$ cat config.mk
export PLATFORM = sky130hd
export DESIGN_NAME = core_control
export DESIGN_NICKNAME = d
export VERILOG_FILES = /design/src/rtl/core_control_pkg.sv /design/src/rtl/wait_timer.sv /design/src/rtl/core_control.sv
export SDC_FILE = /design/constraint.sdc
export NUM_CORES = 1
export LEC_CHECK = 0
export ABC_AREA = 0
export CORE_AREA = 5 5 100 102
export CTS_CLUSTER_SIZE = 10
export DETAILED_ROUTE_END_ITERATION = 7
export DIE_AREA = 0 0 105 107
export PLACE_DENSITY = 0.67
export SYNTH_ARGS = -nofsm -noshare
export SYNTH_HDL_FRONTEND = slang
export SYNTH_HIERARCHICAL = 1
export SYNTH_SLANG_ARGS = --single-unit
$ cat constraint.sdc
create_clock -name clk -period 2.3 [get_ports clk]
set_input_delay 0.46 -clock clk [delete_from_list [all_inputs] [get_ports clk]]
set_output_delay 0.46 -clock clk [all_outputs]
set_load 0.1 [all_outputs]
$ cat src/rtl/core_control_pkg.sv
// Shared definitions for the mriscv multi-cycle sequencer:
// state encodings and the default memory wait-state limit.
package core_control_pkg;

   typedef enum logic [2:0] {
      ST_START     = 3'd0,
      ST_FETCH     = 3'd1,
      ST_DECODE    = 3'd2,
      ST_EXECUTE   = 3'd3,
      ST_MEMORY    = 3'd4,
      ST_WRITEBACK = 3'd5,
      ST_TRAP      = 3'd6
   } state_t;

   localparam int TIMEOUT_DEF = 16;

   function automatic logic is_wait_state(input state_t s);
      return (s == ST_FETCH) || (s == ST_MEMORY);
   endfunction

endpackage

$ cat src/rtl/wait_timer.sv
// Memory wait-state timer shared by FETCH and MEMORY.
// expired flags the last permitted wait cycle; TIMEOUT=0 never expires.
module wait_timer
   import core_control_pkg::*;
#(
   parameter int TIMEOUT = TIMEOUT_DEF
) (
   input  logic clk,
   input  logic reset,
   input  logic clear,
   input  logic count_en,
   output logic expired
);

   localparam int W = (TIMEOUT > 2) ? $clog2(TIMEOUT) : 1;
   localparam logic [W-1:0] LAST = (TIMEOUT > 0) ? W'(TIMEOUT - 1) : '0;
   localparam logic ENABLED = (TIMEOUT > 0);

   logic [W-1:0] count;

   assign expired = ENABLED && (count == LAST);

   always_ff @(posedge clk or posedge reset) begin
      if (reset) begin
         count <= '0;
      end else if (clear) begin
         count <= '0;
      end else if (count_en && !expired) begin
         count <= count + 1'b1;
      end
   end

endmodule

$ cat src/rtl/core_control.sv
// Multi-cycle instruction sequencer: stage strobes, memory-port
// arbitration with wait-state timeout, cycle and instret counters.
module core_control
   import core_control_pkg::*;
#(
   parameter int TIMEOUT = TIMEOUT_DEF,
   parameter int CNT_W   = 32
) (
   input  logic             clk,
   input  logic             reset,
   input  logic             mem_ready,
   input  logic             is_load,
   input  logic             is_store,
   input  logic             is_branch,
   input  logic             illegal,
   output logic             instr_req,
   output logic             decode_en,
   output logic             execute_en,
   output logic             data_req,
   output logic             data_we,
   output logic             reg_we,
   output logic             pc_we,
   output logic             trapped,
   output logic [CNT_W-1:0] cycle_count,
   output logic [CNT_W-1:0] instret
);

   state_t state, next;
   logic   load_q, store_q, wb_q;
   logic   expired;

   wait_timer #(.TIMEOUT(TIMEOUT)) u_timer (
      .clk      (clk),
      .reset    (reset),
      .clear    (!is_wait_state(state)),
      .count_en (is_wait_state(state) && !mem_ready),
      .expired  (expired)
   );

   always_ff @(posedge clk or posedge reset) begin
      if (reset) state <= ST_START;
      else       state <= next;
   end

   // mem_ready takes priority over an expiring timer
   always_comb begin
      next = state;
      unique case (state)
         ST_START:     next = ST_FETCH;
         ST_FETCH: begin
            if (mem_ready)    next = ST_DECODE;
            else if (expired) next = ST_TRAP;
         end
         ST_DECODE:    next = illegal ? ST_TRAP : ST_EXECUTE;
         ST_EXECUTE:   next = (load_q || store_q) ? ST_MEMORY
                                                  : ST_WRITEBACK;
         ST_MEMORY: begin
            if (mem_ready)    next = ST_WRITEBACK;
            else if (expired) next = ST_TRAP;
         end
         ST_WRITEBACK: next = ST_FETCH;
         ST_TRAP:      next = ST_TRAP;
         default:      next = ST_START;
      endcase
   end

   // a load+store decode collapses to a store
   always_ff @(posedge clk or posedge reset) begin
      if (reset) begin
         load_q  <= 1'b0;
         store_q <= 1'b0;
         wb_q    <= 1'b0;
      end else if (state == ST_DECODE) begin
         load_q  <= is_load & ~is_store;
         store_q <= is_store;
         wb_q    <= ~(is_branch | is_store);
      end
   end

   always_ff @(posedge clk or posedge reset) begin
      if (reset) begin
         cycle_count <= '0;
         instret     <= '0;
      end else begin
         cycle_count <= cycle_count + 1'b1;
         if (state == ST_WRITEBACK) instret <= instret + 1'b1;
      end
   end

   assign instr_req  = (state == ST_FETCH);
   assign decode_en  = (state == ST_DECODE);
   assign execute_en = (state == ST_EXECUTE);
   assign data_req   = (state == ST_MEMORY);
   assign data_we    = (state == ST_MEMORY) && store_q;
   assign pc_we      = (state == ST_WRITEBACK);
   assign reg_we     = (state == ST_WRITEBACK) && wb_q;
   assign trapped    = (state == ST_TRAP);

endmodule

Yosys cells after proc, flatten, opt, wreduce, memory -nomap -nowiden
Cells that the tools add are included.

storage, ports and cells
  bits in registers = 74
  word-level logic and storage cells = 40
  input port bits = 7

cells by class
  bitwise gates (word level) = 4
  eq/ne operators = 8
  add/sub/neg operators = 3
  multiplexer cells = 8
  reduce and logical (&&, ||, !) cells = 10

operators by type and width
  kind                     number
  $add A32 B1 Y32 const B  2
  $pmux W3 S6              1
  $mux W3                  4
  $eq A3 B3 Y1 const B     3
  $mux W4                  2
  $eq A3 B2 Y1 const B     2
  $add A4 B1 Y4 const B    1
  $eq A4 B4 Y1 const B     1
  $logic_and A1 B1 Y1      4
  $eq A3 B1 Y1 const B     1
  $logic_not A3 Y1         1
  $logic_not A1 Y1         2
  $logic_or A1 B1 Y1       2
  $ne A2 B1 Y1 const B     1
  $not A1 Y1               2
  $reduce_or A2 Y1         1
  $and A1 B1 Y1            1
  $mux W1                  1
  $or A1 B1 Y1             1

Logic depth before layout (Yosys ltp)
Gate-level depths: netlist of run 1.

  depth after elaboration = 6
  depth in mapped cells = 8

By module
The synthesis of run 1 kept the hierarchy.

modules (own cells, without submodules)
  module        instances  cells each  area an instance (µm²)  seq. area each (µm²)
  core_control  1          299         3,275.6                 1,751.7
  wait_timer    1          21          232.7                   100.1

Worst setup path after synthesis of run 1
No wires, ideal clock.

  path type = register to output
  start = register state[0]
  end = output port data_we
  data arrival time = 2,890 ps
  path buffers = 1
  stages on the path, launching flop included = 5
  setup slack = -1,050 ps
  cell sequence = dfrtp_1 -> buf_2 -> nand2b_1 -> nor2_1 -> and2_1

on the way
  longest elaborated chain between the ends = 2

ends and longest elaborated chain
  item                    RTL line            text
  start, declared         core_control.sv:28  state_t state, next;
  start signal, assigned  core_control.sv:42  else state <= next;
  $eq A3 B3 Y1            -
  via data_req            core_control.sv:19  output logic data_req,
  $logic_and A1 B1 Y1     core_control.sv:94  assign data_we = (state == ST_MEMORY) && store_q;
  end, declared           core_control.sv:20  output logic data_we,

The timed path passes the listed nets, and every way through them passes these cells.

Worst setup path after layout of run 1
  start = register state[1]
  end = output port reg_we

on the way
  longest elaborated chain between the ends = 2

ends and longest elaborated chain
  item                 RTL line            text
  $eq A3 B3 Y1         core_control.sv:96  assign reg_we = (state == ST_WRITEBACK) && wb_q;
  $logic_and A1 B1 Y1  core_control.sv:96
  end, declared        core_control.sv:21  output logic reg_we,

Every way passes these cells.

==> results.txt, run 1 <==
----------------------------------------------------
[Status]
  Status ... finished clean

[Finish]
  Area used by multi-input combinational logic ... ~1600 sq um
  Finished layout cell area ... roughly 4600 sq um
  Count of antenna diodes in the layout ... 0
  Layout cells sized above 1 ... 0.281
  Nets@finish ... between 400 and 500
  Number of fill cells ... 840
  Syn-to-layout area delta ... 30.6%
  Combined flip-flop and latch cell area ... 1850 sq um

[Floorplanning]
  Row count ... 35
  Die X-Extent ... approximately 110 um
  Die height ... about 110 um
  Starting utilization of the core area ... 0.389
  Area of the core ... roughly 9000 sq um
  Number of top-level design ports ... between 70 and 80
  Die area ... 11200 sq um

[Clock network]
  Buffers inserted during post-CTS setup optimization ... 0
  CTS Hold Buffers Added ... 0
  Number of clock buffers inserted by TritonCTS ... 9
  Clk Tree Root Cell ... sky130_fd_sc_hd__clkbuf_8
  Clock transition at the register clock pins on the worst setup and hold paths after CTS ... approximately 0.07 ns
  Clock network latency to the later pin of the worst-skew pair ... around 0.34 ns
  TritonCTS clock tree ... yes
  H-tree depth ... 3
  Number of resized instances in the post-cts repair step ... 0
  TritonCTS Sinks ... 74
  Maximum buffer depth of the clock tree ... 2

[Timing]
  Hold Worst Slack ... between 0.3 and 0.4 ns
  Final Max Tran Viols ... 0
  Final setup margin ... 0.162 ns
  Final cycle utilization of the critical path ... 0.930
  Number of hold-slack violations in the final timing report ... 0
  Final Critical Period ... 2.14 ns
  Transition time of the tightest slew-check pin ... just under 0.6 ns
  Worst relative slew slack ... 0.607
  Final setup violation count ... 0
  F_max ... around 470 MHz
  Unrepaired setup endpoints after global routing ... false
  Maximum clock skew at final layout ... approximately 0.0091 ns

[Synth]
  Synthesized cell area ... 3510 sq um
  Number of enable flip-flop cells after synthesis ... 0
  Avg Synthesized Cell Area ... 11.0 sq um
  Proportion of synthesized chip area in sequential cells ... 0.528
  Yosys warning total ... 6
  Count of different cell masters after synthesis ... about 40
  Number of instances in the synthesized netlist ... 320
  Flop and latch count out of synthesis ... 74
  Synthesized Nets ... 330
  Most used DFF post-synth ... sky130_fd_sc_hd__dfrtp_1
  Async SR Flop Fraction ... 1.00

[Power and ir drop]
  Pwr dens ... between 800 and 900 nW/um^2
  Peak ir drop on the vdd network ... ~0.38 mV
  Leakage power total ... ~2.1 nW

[Routing]
  Count of unresolved DRC violations after routing ... 0
  1st-iter DRT viols ... around 120
  Routed via count ... 2641
  Count of antenna-violating nets left after detailed routing ... 0
  Drt via density ... 5.08
  Overall routed net length ... 7640 um
  Wire per inst ... between 10 and 15 um
  First drt pass iteration count ... 4

[Setup path]
  Arrival time reported for the critical path endpoint ... roughly 1.7 ns
  Critical Setup Path Class ... reg -> out
  Crit path max fanout ... 10
  CP endpoint kind ... output pin
  Required time of the critical path ... approximately 1.8 ns
  Type of element launching the critical path ... register

[Global route]
  Vias in the first global route ... ~2700
  GRT Overall Usage ... 0.144
  Largest net degree at the start of global routing ... between 40 and 50
  GRT Residual Overflow ... 0
  Initial antenna violation count ... 0
  First-pass GRT wire length ... around 13000 um

[Run]
  Reported max-cap violation count ... 0

[Placement]
  Number of port buffers ... 78
  Routability cong. ... approximately 0.79
  HPWL after DPL ... between 5000 and 6000 um
  Post-placement cell area ... between 4000 and 5000 sq um
  Placement-stage worst setup slack ... approximately 0.34 ns

[Hold path]
  Worst min-delay path class ... in -> async

----------------------------------------------------
==> layer usage <==
metal	vias up	wire (um)	GRT usage
met5	-	0	0
li1	1281	-	-
met4	0	87	0.0356
met3	8	489	0.0488
met1	1284	3440	0.187
met2	68	3620	0.231
==> path summary, 6_finish.rpt <==
path                                  from                to  slack, ns  cells after the start
setup / recovery                  state[1]            reg_we       0.16                      4
hold / removal                       reset  u_timer/count[1]       0.36                      2
setup reg to reg                  state[2]  u_timer/count[3]       0.40                      7
hold reg to reg            cycle_count[31]   cycle_count[31]       0.48                      1
max in group asynchronous            reset          state[1]       1.48                      3
min in group clk           cycle_count[31]   cycle_count[31]       0.48                      1
==> critical path, cell delays in order (launching register included) <==
cell	delay [ns]
sky130_fd_sc_hd__dfrtp_2	0.49
sky130_fd_sc_hd__nand3b_4	0.27
sky130_fd_sc_hd__clkinvlp_4	0.18
sky130_fd_sc_hd__and2_2	0.24
sky130_fd_sc_hd__buf_12	0.16
==> cell usage in the layout (no fill, tap or decap), drive strengths merged <==
cell	instances
nand3b	1
bufinv	2
and4	3
clkinvlp	2
and2	4
and3	9
clkdlybuf4s50	6
mux2	2
a31oi	2
and4b	1
nor3	8
nand2b	6
a21oi	4
o21ai	2
clkbuf	11
nor2b	2
inv	9
o22ai	2
ha	3
xnor2	49
or2	1
buf	76
nand4	32
nor2	25
o31ai	1
or4	1
clkinv	2
nand3	19
dfrtp	74
mux2i	1
o32ai	1
o21a	1
nor4	5
nand4b	1
or3	1
xor2	12
nand2	28
==> cells by family (layout without fill, tap and decap cells) <==
logic type	after synthesis	after routing	share of synthesized area
flops	74	74	0.528
xor+xnor	61	61	0.152
buf+inv	19	108	0.0267
compound gates	13	13	0.0225
mux	3	3	0.0103
fa+ha+maj	3	3	0.0107
simple gates	147	147	0.250
==> cell usage after synthesis (2+ instances only) <==
master / count / area [sq um]
sky130_fd_sc_hd__nor2_1: 25 / 93.8
sky130_fd_sc_hd__nor4_4: 4 / 85.1
sky130_fd_sc_hd__nand2_1: 28 / 105
sky130_fd_sc_hd__xnor2_1: 49 / 429
sky130_fd_sc_hd__nand4_1: 32 / 200
sky130_fd_sc_hd__and2_1: 4 / 25.0
sky130_fd_sc_hd__nand3_1: 18 / 90.1
sky130_fd_sc_hd__and4_1: 3 / 26.3
sky130_fd_sc_hd__inv_1: 10 / 37.5
sky130_fd_sc_hd__and3_1: 8 / 50.1
sky130_fd_sc_hd__a31oi_1: 2 / 12.5
sky130_fd_sc_hd__ha_1: 3 / 37.5
sky130_fd_sc_hd__buf_6: 2 / 22.5
sky130_fd_sc_hd__o21ai_0: 2 / 10.0
sky130_fd_sc_hd__nand2b_1: 6 / 37.5
sky130_fd_sc_hd__clkbuf_1: 3 / 11.3
sky130_fd_sc_hd__dfrtp_1: 74 / 1850
sky130_fd_sc_hd__o22ai_1: 2 / 12.5
sky130_fd_sc_hd__a21oi_1: 4 / 20.0
sky130_fd_sc_hd__nor3_1: 7 / 35.0
sky130_fd_sc_hd__buf_2: 3 / 15.0
sky130_fd_sc_hd__xor2_1: 12 / 105
==> power breakdown <==
part / internal [W] / leakage (nW) / switching, W
clock network: 0.000637 / 0.109 / 0.000476
registers: 0.00140 / 1.00 / 0.000151
logic: 0.000406 / 1.01 / 0.000924
==> area by class of cell <==
class / count / share of cell area
multi-input cells: 227 / 0.346
inverters: 10 / 0.00901
flip-flops and latches: 74 / 0.405
clock buffers: 11 / 0.0309
well taps: 111 / 0.0303
clock inverters: 5 / 0.0169
repair buffers: 82 / 0.162
==> per-stage QoR <==
stage | setup TNS [ns] | cells | total power, W | utilization
floorplan | -0.271 | 320 | 0.00255 | -
global placement | 0 | 504 | 0.00289 | 0.483
detailed placement | 0 | 504 | 0.00291 | 0.483
CTS | 0 | 520 | 0.00404 | 0.508
global route | 0 | 520 | 0.00416 | 0.508
finish | 0 | 520 | 0.00399 | 0.508
==> flip-flops by register name (all words and copies together), names as in the netlist <==
register	flops
instret	32
u_timer/count	4
cycle_count	32
wb_q	1
load_q	1
state	3
store_q	1
Power figures use the tool's default switching activity.
==> inputs of run 2 (changes only) <==
- SKIP_CTS_REPAIR_TIMING: not set -> 1
==> results of run 2 <==
No change in the layout: final DEF, timing and power equal those of run 1.
